### config.mk
export PLATFORM = sky130hd
export DESIGN_NAME = av_pixel_mixer
export DESIGN_NICKNAME = d
export VERILOG_FILES = /design/src/rtl/av_pkg.sv /design/src/rtl/av_sync_delay.sv /design/src/rtl/av_pixel_mixer.sv
export SDC_FILE = /design/constraint.sdc
export NUM_CORES = 1
export LEC_CHECK = 0
export CELL_PAD_IN_SITES_DETAIL_PLACEMENT = 0
export CELL_PAD_IN_SITES_GLOBAL_PLACEMENT = 1
export CORE_MARGIN = 5
export CORE_UTILIZATION = 51
export CTS_CLUSTER_SIZE = 20
export DETAILED_ROUTE_END_ITERATION = 6
export GPL_TIMING_DRIVEN = 0
export PLACE_DENSITY_LB_ADDON = 0.08
export SLEW_MARGIN = 30
export SYNTH_ARGS = -nofsm -noshare
export SYNTH_HDL_FRONTEND = slang
export SYNTH_SLANG_ARGS = --single-unit
### constraint.sdc
create_clock -name clk65 -period 8.8 [get_ports clk65]
set_input_delay 0.88 -clock clk65 [delete_from_list [all_inputs] [get_ports clk65]]
set_output_delay 0.88 -clock clk65 [all_outputs]
set_load 0.02 [all_outputs]
### src/rtl/av_pkg.sv
// av_pkg: shared widths and the fade FSM state encoding for the pixel mixer.
package av_pkg;

    localparam int ALPHA_W    = 5;    // alpha spans 0..16 inclusive
    localparam int ALPHA_MAX  = 16;   // fully opaque menu
    localparam int RGB_W      = 12;   // RGB444 pixel
    localparam int CH_W       = 4;    // one colour channel
    localparam int NUM_CH     = 3;    // R, G, B
    localparam int STEP_CNT_W = 4;    // frames-per-step counter, holds up to 15

    typedef enum logic [1:0] {
        AV_IDLE     = 2'd0,
        AV_FADE_IN  = 2'd1,
        AV_SHOWN    = 2'd2,
        AV_FADE_OUT = 2'd3
    } av_state_e;

endpackage

### src/rtl/av_sync_delay.sv
// av_sync_delay: per-lane shift-register delay for the sync/blank bundle.
// Every lane is DEPTH stages long and resets to 1 (inactive sync, blanked).
// LSB_LEAD shortens lane 0 by that many stages so a consumer that registers
// its own output can use lane 0 (blank) one stage early and still land aligned.
module av_sync_delay #(
    parameter int DEPTH    = 3,
    parameter int WIDTH    = 3,
    parameter int LSB_LEAD = 0
) (
    input  logic             i_clk,
    input  logic             i_rst,
    input  logic [WIDTH-1:0] i_sync,
    output logic [WIDTH-1:0] o_sync
);

    genvar gi;
    generate
        for (gi = 0; gi < WIDTH; gi++) begin : g_lane
            localparam int LEN = (gi == 0) ? (DEPTH - LSB_LEAD) : DEPTH;

            logic [LEN-1:0] r_shift;

            // Shift the lane by one stage per clock; reset fills it with ones.
            always_ff @(posedge i_clk or posedge i_rst) begin
                if (i_rst) begin
                    r_shift <= '1;
                end else begin
                    r_shift <= LEN'({r_shift, i_sync[gi]});
                end
            end

            assign o_sync[gi] = r_shift[LEN-1];
        end
    endgenerate

endmodule

### src/rtl/av_pixel_mixer.sv
// av_pixel_mixer: blends the layered menu pixel over the game pixel with a
// frame-stepped fade alpha, then drives registered VGA colour and syncs.
// Colour path latency is 2 clocks; syncs are delayed IN_LAG+2 clocks to match.
// Optional build macro AV_MIXER_DIM_EN: non-opaque game pixels are darkened
// by alpha (down to half brightness at alpha=16) instead of passing through.
module av_pixel_mixer
    import av_pkg::*;
#(
    parameter int IN_LAG      = 1,
    parameter int STEP_FRAMES = 2
) (
    input  logic             clk65,
    input  logic             reset,
    input  logic             hsync,
    input  logic             vsync,
    input  logic             blank,
    input  logic             menu_active,
    input  logic [RGB_W:0]   menu_pixel,
    input  logic [RGB_W-1:0] game_pixel,
    output logic [CH_W-1:0]  vga_r,
    output logic [CH_W-1:0]  vga_g,
    output logic [CH_W-1:0]  vga_b,
    output logic             vga_hs,
    output logic             vga_vs,
    output logic             fade_busy
);

    av_state_e             r_state;
    av_state_e             w_state_next;
    logic [ALPHA_W-1:0]    r_alpha;
    logic [ALPHA_W-1:0]    w_alpha_next;
    logic [ALPHA_W-1:0]    r_alpha_frame;
    logic [ALPHA_W-1:0]    w_alpha_inv;
    logic [STEP_CNT_W-1:0] r_step_cnt;
    logic [STEP_CNT_W-1:0] w_step_cnt_next;
    logic                  r_vs_prev;
    logic                  w_frame_tick;
    logic                  w_step_tick;
    logic                  r_opaque;
    logic [2:0]            w_sync_d;
    logic                  w_blank_early;
    logic [RGB_W-1:0]      w_rgb;

    // Remember last vsync so its falling edge yields a one-cycle frame tick.
    always_ff @(posedge clk65 or posedge reset) begin
        if (reset) begin
            r_vs_prev <= 1'b1;
        end else begin
            r_vs_prev <= vsync;
        end
    end

    assign w_frame_tick = r_vs_prev & ~vsync;
    assign w_step_tick  = w_frame_tick && (r_step_cnt == STEP_CNT_W'(STEP_FRAMES - 1));

    // Fade state, alpha and frame counter; alpha snapshot is refreshed only at
    // the frame tick so the colour pipeline sees one alpha per frame.
    always_ff @(posedge clk65 or posedge reset) begin
        if (reset) begin
            r_state       <= AV_IDLE;
            r_alpha       <= '0;
            r_step_cnt    <= '0;
            r_alpha_frame <= '0;
        end else begin
            r_state    <= w_state_next;
            r_alpha    <= w_alpha_next;
            r_step_cnt <= w_step_cnt_next;
            if (w_frame_tick) begin
                r_alpha_frame <= w_alpha_next;
            end
        end
    end

    // Next-state logic: counter advances on frame ticks, the FSM moves only on
    // step ticks. Leaving IDLE/SHOWN changes alpha in the same step; reversing
    // direction mid-fade holds alpha for that step.
    always_comb begin
        w_state_next    = r_state;
        w_alpha_next    = r_alpha;
        w_step_cnt_next = r_step_cnt;
        if (w_frame_tick) begin
            w_step_cnt_next = w_step_tick ? '0 : r_step_cnt + STEP_CNT_W'(1);
        end
        if (w_step_tick) begin
            case (r_state)
                AV_IDLE: begin
                    if (menu_active) begin
                        w_state_next = AV_FADE_IN;
                        w_alpha_next = ALPHA_W'(1);
                    end
                end
                AV_FADE_IN: begin
                    if (!menu_active) begin
                        w_state_next = AV_FADE_OUT;
                    end else if (r_alpha >= ALPHA_W'(ALPHA_MAX - 1)) begin
                        w_state_next    = AV_SHOWN;
                        w_alpha_next    = ALPHA_W'(ALPHA_MAX);
                        w_step_cnt_next = '0;
                    end else begin
                        w_alpha_next = r_alpha + ALPHA_W'(1);
                    end
                end
                AV_SHOWN: begin
                    if (!menu_active) begin
                        w_state_next = AV_FADE_OUT;
                        w_alpha_next = r_alpha - ALPHA_W'(1);
                    end
                end
                AV_FADE_OUT: begin
                    if (menu_active) begin
                        w_state_next = AV_FADE_IN;
                    end else if (r_alpha <= ALPHA_W'(1)) begin
                        w_state_next    = AV_IDLE;
                        w_alpha_next    = '0;
                        w_step_cnt_next = '0;
                    end else begin
                        w_alpha_next = r_alpha - ALPHA_W'(1);
                    end
                end
                default: begin
                    w_state_next = AV_IDLE;
                    w_alpha_next = '0;
                end
            endcase
        end
    end

    assign fade_busy   = (r_state == AV_FADE_IN) || (r_state == AV_FADE_OUT);
    assign w_alpha_inv = ALPHA_W'(ALPHA_MAX) - r_alpha_frame;

    // Stage 1 carries the opaque flag alongside the channel products.
    always_ff @(posedge clk65 or posedge reset) begin
        if (reset) begin
            r_opaque <= 1'b0;
        end else begin
            r_opaque <= menu_pixel[RGB_W];
        end
    end

    // Blank lane comes out one stage early so it can gate the stage-2 register.
    av_sync_delay #(
        .DEPTH    (IN_LAG + 2),
        .WIDTH    (3),
        .LSB_LEAD (1)
    ) u_sync_delay (
        .i_clk  (clk65),
        .i_rst  (reset),
        .i_sync ({hsync, vsync, blank}),
        .o_sync (w_sync_d)
    );

    assign vga_hs        = w_sync_d[2];
    assign vga_vs        = w_sync_d[1];
    assign w_blank_early = w_sync_d[0];

    genvar gi;
    generate
        for (gi = 0; gi < NUM_CH; gi++) begin : g_ch
            logic [CH_W-1:0] w_m;
            logic [CH_W-1:0] w_g;
            logic [7:0]      r_prod_m;
            logic [7:0]      r_prod_g;
            logic [CH_W-1:0] r_g;
            logic [CH_W-1:0] r_out;
`ifdef AV_MIXER_DIM_EN
            logic [7:0]      r_prod_d;
`endif

            assign w_m = menu_pixel[gi*CH_W +: CH_W];
            assign w_g = game_pixel[gi*CH_W +: CH_W];

            // Stage 1: weighted products; each fits 8 bits (15*16 = 240).
            always_ff @(posedge clk65 or posedge reset) begin
                if (reset) begin
                    r_prod_m <= '0;
                    r_prod_g <= '0;
                    r_g      <= '0;
`ifdef AV_MIXER_DIM_EN
                    r_prod_d <= '0;
`endif
                end else begin
                    r_prod_m <= {4'b0, w_m} * {3'b0, r_alpha_frame};
                    r_prod_g <= {4'b0, w_g} * {3'b0, w_alpha_inv};
                    r_g      <= w_g;
`ifdef AV_MIXER_DIM_EN
                    r_prod_d <= {4'b0, w_g} * {3'b0, r_alpha_frame};
`endif
                end
            end

            // Stage 2: truncating blend for opaque menu pixels, game colour
            // otherwise; blanking overrides everything.
            always_ff @(posedge clk65 or posedge reset) begin
                if (reset) begin
                    r_out <= '0;
                end else if (w_blank_early) begin
                    r_out <= '0;
                end else if (r_opaque) begin
                    r_out <= CH_W'((r_prod_m + r_prod_g) >> 4);
                end else begin
`ifdef AV_MIXER_DIM_EN
                    r_out <= r_g - CH_W'(r_prod_d >> 5);
`else
                    r_out <= r_g;
`endif
                end
            end

            assign w_rgb[gi*CH_W +: CH_W] = r_out;
        end
    endgenerate

    assign vga_r = w_rgb[11:8];
    assign vga_g = w_rgb[7:4];
    assign vga_b = w_rgb[3:0];

endmodule

==> results of run 1 <==
## worst min-delay path by stage
stage	start	cells after the start	to
after global routing	u_sync_delay.g_lane[1].r_shift[1]$_DFF_PP1_	0	u_sync_delay.g_lane[1].r_shift[2]$_DFF_PP1_
after CTS	u_sync_delay.g_lane[1].r_shift[1]$_DFF_PP1_	0	u_sync_delay.g_lane[1].r_shift[2]$_DFF_PP1_
after floorplan	u_sync_delay.g_lane[0].r_shift[0]$_DFF_PP1_	0	u_sync_delay.g_lane[0].r_shift[1]$_DFF_PP1_
after global placement	u_sync_delay.g_lane[1].r_shift[1]$_DFF_PP1_	0	u_sync_delay.g_lane[1].r_shift[2]$_DFF_PP1_
final	u_sync_delay.g_lane[1].r_shift[1]$_DFF_PP1_	0	u_sync_delay.g_lane[1].r_shift[2]$_DFF_PP1_
after detailed placement	u_sync_delay.g_lane[1].r_shift[1]$_DFF_PP1_	0	u_sync_delay.g_lane[1].r_shift[2]$_DFF_PP1_
## cell families (layout without fill, tap and decap cells)
group / after synthesis / in the layout / synth area share (%)
simple gates: 202 / 202 / 15.1
mux: 2 / 2 / 0.324
compound gates: 109 / 109 / 10.1
fa+ha+maj: 133 / 133 / 27.8
xor+xnor: 54 / 54 / 6.80
flops: 97 / 97 / 35.0
buf+inv: 89 / 151 / 4.86
## final cells by class
cell class              instances  area, um^2  share of cell area [%]
multi-input cells             500        4180                    52.5
clock buffers                  13         280                    3.52
plain buffers                  17        67.6                   0.849
flip-flops and latches         97        2440                    30.6
well taps                     176         220                    2.77
inverters                      72         275                    3.46
repair buffers                 46         478                    6.00
clock inverters                 3        22.5                   0.283
## through the flow
| step | setup slack, ns | instance area (um^2) | hold WS [ns] | power, mW | utilization (%) |
|---|---|---|---|---|---|
| after floorplan | 5.36 | 6950 | 0.345 | 1.82 | - |
| after global placement | 3.94 | 7620 | 0.347 | 2.15 | 57.3 |
| after detailed placement | 4.59 | 7660 | 0.348 | 2.19 | 57.6 |
| after CTS | 4.56 | 7960 | 0.357 | 2.61 | 59.9 |
| after global routing | 4.29 | 7960 | 0.361 | 2.85 | 59.9 |
| final | 4.65 | 7960 | 0.356 | 2.56 | 59.9 |
## state kept, by name, indices dropped and copies added (netlist names), 4 cells and up
name,cells
vga_r,4
g_ch.r_g,12
r_alpha,5
r_alpha_frame,5
g_ch.r_prod_g,24
u_sync_delay.g_lane.r_shift,8
vga_b,4
r_step_cnt,4
g_ch.r_prod_m,24
vga_g,4
## power by group through the flow
| stage | logic [mW] | clock network [mW] | registers [mW] |
|---|---|---|---|
| floorplan | 1.10 | 0 | 0.718 |
| global placement | 1.44 | 0 | 0.714 |
| detailed placement | 1.48 | 0 | 0.718 |
| CTS | 1.49 | 0.405 | 0.711 |
| global route | 1.69 | 0.423 | 0.730 |
| finish | 1.46 | 0.390 | 0.709 |
## cell usage in the layout, fill, tap and decap left out, types with 10 or more instances in the layout
cell type | synthesis | routed
nor2_1 | 18 | 18
nand2_1 | 77 | 77
ha_1 | 97 | 97
fa_1 | 36 | 36
xnor2_1 | 47 | 47
clkbuf_1 | 14 | 14
inv_1 | 71 | 70
and2_1 | 71 | 71
o21ai_0 | 23 | 23
a31oi_1 | 10 | 10
dfrtp_1 | 89 | 89
clkdlybuf4s50_1 | 0 | 45
a21o_1 | 23 | 23
a21oi_1 | 27 | 27
## per-layer routing
metal | wire, um | track usage, % | vias to the layer above
li1 | - | - | 2385
met1 | 6270 | 23.8 | 2333
met2 | 6900 | 32.7 | 55
met3 | 331 | 3.11 | 15
met4 | 228 | 5.99 | 0
met5 | 0 | 0 | -
## worst reg2reg max path, cell delays in order (launching register included)
cell and delay (ns):
dfrtp_1 0.44, clkbuf_1 0.41, inv_1 0.09, ha_1 0.22, xnor2_1 0.25, clkbuf_1 0.41
nand2_1 0.13, fa_1 0.50, inv_1 0.06, fa_1 0.53, ha_1 0.32, a21o_1 0.16
a21oi_1 0.22, o21ai_0 0.15, xnor2_1 0.15
==> results.ini, run 1 <==
[status]
status=complete, no violations

[critical_path]
end_kind=flip-flop
critPathKind=reg -> reg
r2r_slack_ns=4.65
crit_path_start_kind=flip-flop
path_delay_family=adder cells
endpoint=g_ch[0].r_prod_g[7]$_DFF_PP0_
path_cells=clkbuf_1, inv_1, ha_1, xnor2_1, clkbuf_1, nand2_1, fa_1, inv_1, fa_1, ha_1, a21o_1, a21oi_1, o21ai_0, xnor2_1
r2r-end=g_ch[0].r_prod_g[7]$_DFF_PP0_
worstReg2RegStart=r_alpha_frame[1]$_DFFE_PP0N_
path_max_fanout=10
arrival_ns=4.38
critical_path.startpoint=r_alpha_frame[1]$_DFFE_PP0N_
slowest_delay_ns=0.53
slowest_stage=fa_1
crit_cells=14
crit_buf_inv=4
worstRegToRegCells=14
crit_required_ns=9.03

[drt]
wire_per_inst_um=14.9
vias=4788
drtPass1Iterations=4
drc=0
drt_wl_total_um=13700
postRouteAntennaNets=0
via_per_inst=5.18
drtIter0Drc=196

[synthesis]
synth-seq-cells=97
ys.flop_type=dfrtp_1
synth_edf_count=0
yosysWarnings=0
synth_area_leader_cell=dfrtp_1
yosys-top-cells-area=dfrtp_1 32%, ha_1 17%, fa_1 10%
yosysSeqAreaShare_pct=35.0
netlist_area_mm2=0.00695
synth.most_common_cell=ha_1
synth-async-reset-ratio_pct=100
syn-num-nets=850
synth_top_cell_area_share_pct=32.0
syn_area_per_cell_um2=10.1
ys_types=48
ys_top_cells_by_count=97 x ha_1, 89 x dfrtp_1, 77 x nand2_1
netlist_instances=686

[floorplan]
core_region_area_mm2=0.0133
start_util_pct=52.3
pin_count=46
die_w_um=127
fp.dieH_um=127
rows=42
dieArea_mm2=0.0161

[clock_tree]
clock-sinks=97
root_buffer=clkbuf_16
clk_pin_slew_ns=0.06
worstSkewPairLatency_ns=0.35
cts.repair.resized=0
hold_buffers=0
htreeDepth=3
cts_tree=yes
numCtsBuffers=9
clockBufferDepth=2
cts_setup_buffers=0

[flow_run]
max_cap_violations=0

[power]
pwr-share-seq_pct=27.6
power.internal_mw=1.51
vdd_ir_drop_max_mv=0.138
power-per-cell-area_mw_per_mm2=322
p_leak_nw=3.92
power_frac_comb_pct=57.1
switchingPower_mw=1.05
p_clk_share_pct=15.2
swShare_pct=40.9

[sta]
skew_ns=0.00443
setup_violations=0
drv_slew=0
setup_tns_ns=0
relSlewSlack_pct=56.9
rsz0062_at_grt=no
tightest_slew_ns=0.645
fin_crit_ns=4.15
finalCritPeriodShare_pct=47.1
max_freq_mhz=241
hold_violations=0

[finish]
nFillCells=1134
num_antenna_cells=0
finalNetCount=907
area_growth_pct=14.5
finalNonFillerCells=924
final_layout_size_suffix_gt1_share_pct=4.81

[global_route]
grt_pass1_vias=5028
antenna_found_initial=0
grt_pass1_wl_um=24200
overflow=0
grt_max_degree=67
grt_usage_pct=18.7

[hold_path]
hold_path_class=reg -> reg

[placement]
hpwlAfterDp_um=11000
place_inst=908
gp_congestion=0.899
portBuffers=45

Power figures use the tool's default switching activity.
==> run 2, diff against run 1 <==
- CORE_UTILIZATION: 51 -> 43
- clock period: 8.8 -> 3.6 ns (I/O delays scaled with it)
==> run 2 against run 1 <==
Against the previous run: core utilization decreased by 8.6 points; non-clock buffer count rose by 5; sequential power increased by 150%; cell count is 4.9% higher; clock skew up 0.0047 ns; maximum frequency is 21% higher.
==> results.ini, run 2 (synthesis results as in run 1) <==
[status]
status=complete, no violations

[global_route]
grt_pass1_wl_um=24700
grt_max_degree=73
grt_pass1_vias=4931
antenna_found_initial=0
grt_usage_pct=16.7
overflow=0

[placement]
portBuffers=45
gp_congestion=0.883
placed_area_mm2=0.00771
hpwlAfterDp_um=11400

[finish]
nFillCells=1495
area_growth_pct=17.1
final_layout_size_suffix_gt1_share_pct=7.30
mostFrequentLayoutCells=96 x ha_1, 86 x dfrtp_1, 77 x nand2_1, 71 x and2_1, 70 x inv_1
stdcell_area_mm2=0.00814
num_antenna_cells=0
top_regs=g_ch.r_prod_g x24, g_ch.r_prod_m x24, g_ch.r_g x12
finalNetCount=912
final_common_cell=ha_1

[clock_tree]
root_buffer=clkbuf_16
htreeDepth=3
numCtsBuffers=9
clockBufferDepth=2
worstSkewPairLatency_ns=0.36
hold_buffers=0
clock-sinks=97
cts_tree=yes
clk_pin_slew_ns=0.07

[sta]
finalCritPeriodShare_pct=95.4
skew_ns=0.00909
relSlewSlack_pct=57.2
fin_crit_ns=3.43
setup_violations=0
drv_slew=0
rsz0062_at_grt=no
hold_violations=0
timing.hold.ws_ns=0.339
max_freq_mhz=291
tightest_slew_ns=0.639

[drt]
postRouteAntennaNets=0
vias=4840
drtIter0Drc=187
drtPass1Iterations=4
drc=0
wire_per_inst_um=15.2
via_per_inst=4.99
drt_wl_total_um=14700

[power]
swShare_pct=41.1
switchingPower_mw=2.65
p_leak_nw=3.98
p_clk_share_pct=15.0
vdd_ir_drop_max_mv=0.338
power.internal_mw=3.81
power-per-cell-area_mw_per_mm2=793
power_frac_comb_pct=58.1
pwr-share-seq_pct=26.9

[critical_path]
worstReg2RegStart=r_alpha_frame[1]$_DFFE_PP0N_
crit_buf_inv=4
crit_path_start_kind=flip-flop
path_cells=clkbuf_8, inv_1, ha_2, xnor2_4, buf_8, nand2_1, fa_1, inv_1, fa_1, ha_1, a21o_1, a21oi_2, o21ai_0, xnor2_1
slowest_stage=fa_1
critPathKind=reg -> reg
path_delay_family=adder cells
arrival_ns=3.66
slowest_delay_ns=0.49
path_max_fanout=10
r2r-end=g_ch[2].r_prod_g[7]$_DFF_PP0_
worstRegToRegCells=14
end_kind=flip-flop
r2r_slack_ns=0.17
crit_required_ns=3.83

[floorplan]
fp.dieH_um=137
pin_count=46
core_region_area_mm2=0.0159
rows=46
dieArea_mm2=0.0188
start_util_pct=43.8
die_w_um=137

[flow_run]
max_cap_violations=0

[hold_path]
hold_path_class=in -> async

-- run 2: worst max path at each step --
| stage | start | end | slack [ns] | cells past startpoint |
|---|---|---|---|---|
| finish | r_alpha_frame[1]$_DFFE_PP0N_ | g_ch[2].r_prod_g[7]$_DFF_PP0_ | 0.17 | 14 |
| global route | r_alpha_frame[1]$_DFFE_PP0N_ | g_ch[2].r_prod_g[7]$_DFF_PP0_ | 0.007 | 14 |
| CTS | r_alpha_frame[1]$_DFFE_PP0N_ | g_ch[0].r_prod_g[7]$_DFF_PP0_ | 0.01 | 14 |
| detailed placement | r_alpha_frame[1]$_DFFE_PP0N_ | g_ch[2].r_prod_g[7]$_DFF_PP0_ | -0.69 | 14 |
| global placement | reset | vga_b[2]$_DFF_PP0_ | -0.82 | 2 |
| floorplan | r_alpha_frame[1]$_DFFE_PP0N_ | g_ch[0].r_prod_g[7]$_DFF_PP0_ | 0.16 | 14 |
-- run 2: power groups by stage --
stage / registers (mW) / logic (mW) / clock network (mW)
finish: 1.74 / 3.75 / 0.968
CTS: 1.74 / 3.72 / 1.01
global route: 1.77 / 4.30 / 1.05
global placement: 1.75 / 3.56 / 0
floorplan: 1.75 / 2.69 / 0
detailed placement: 1.75 / 3.65 / 0
-- run 2: routing by layer --
layer	share of wire (%)	wire length [um]	global-route usage, %	up-vias
met3	4.0	584	3.76	14
met4	1.1	166	4.05	0
met2	50	7360	28.5	69
li1	-	-	-	2390
met5	0	0	0	-
met1	45	6580	21.7	2367
-- run 2: what timing repair did --
action / 4_1_cts / 5_1_grt
cloned: 0 / 1
setup buffers: 0 / 4
pin swaps: 0 / 2
setup endpoints to repair: 15 / 9
endpoints found under the hold margin: 0 / 0
gates resized for setup: 14 / 15
-- run 2: final cells by class --
class / count / area [um^2] / area share, %
clock inverters: 6 / 67.6 / 0.830
inverters: 72 / 275 / 3.38
well taps: 216 / 270 / 3.32
flip-flops and latches: 97 / 2440 / 30.0
multi-input cells: 500 / 4220 / 51.9
clock buffers: 10 / 229 / 2.81
plain buffers: 17 / 104 / 1.28
repair buffers: 51 / 533 / 6.55
-- run 2: per-stage QoR --
stage | TNS [ns] | cells | utilization, % | total power, mW | setup WS [ns]
3_3_place_gp | -78.37 | 947 | 48.3 | 5.31 | -0.819
3_5_place_dp | -6.84 | 948 | 48.5 | 5.40 | -0.693
6_report | 0 | 969 | 51.3 | 6.46 | 0.166
2_1_floorplan | 0 | 686 | - | 4.44 | 0.159
5_1_grt | 0 | 969 | 51.3 | 7.12 | 0.00693
4_1_cts | 0 | 964 | 50.7 | 6.47 | 0.0141
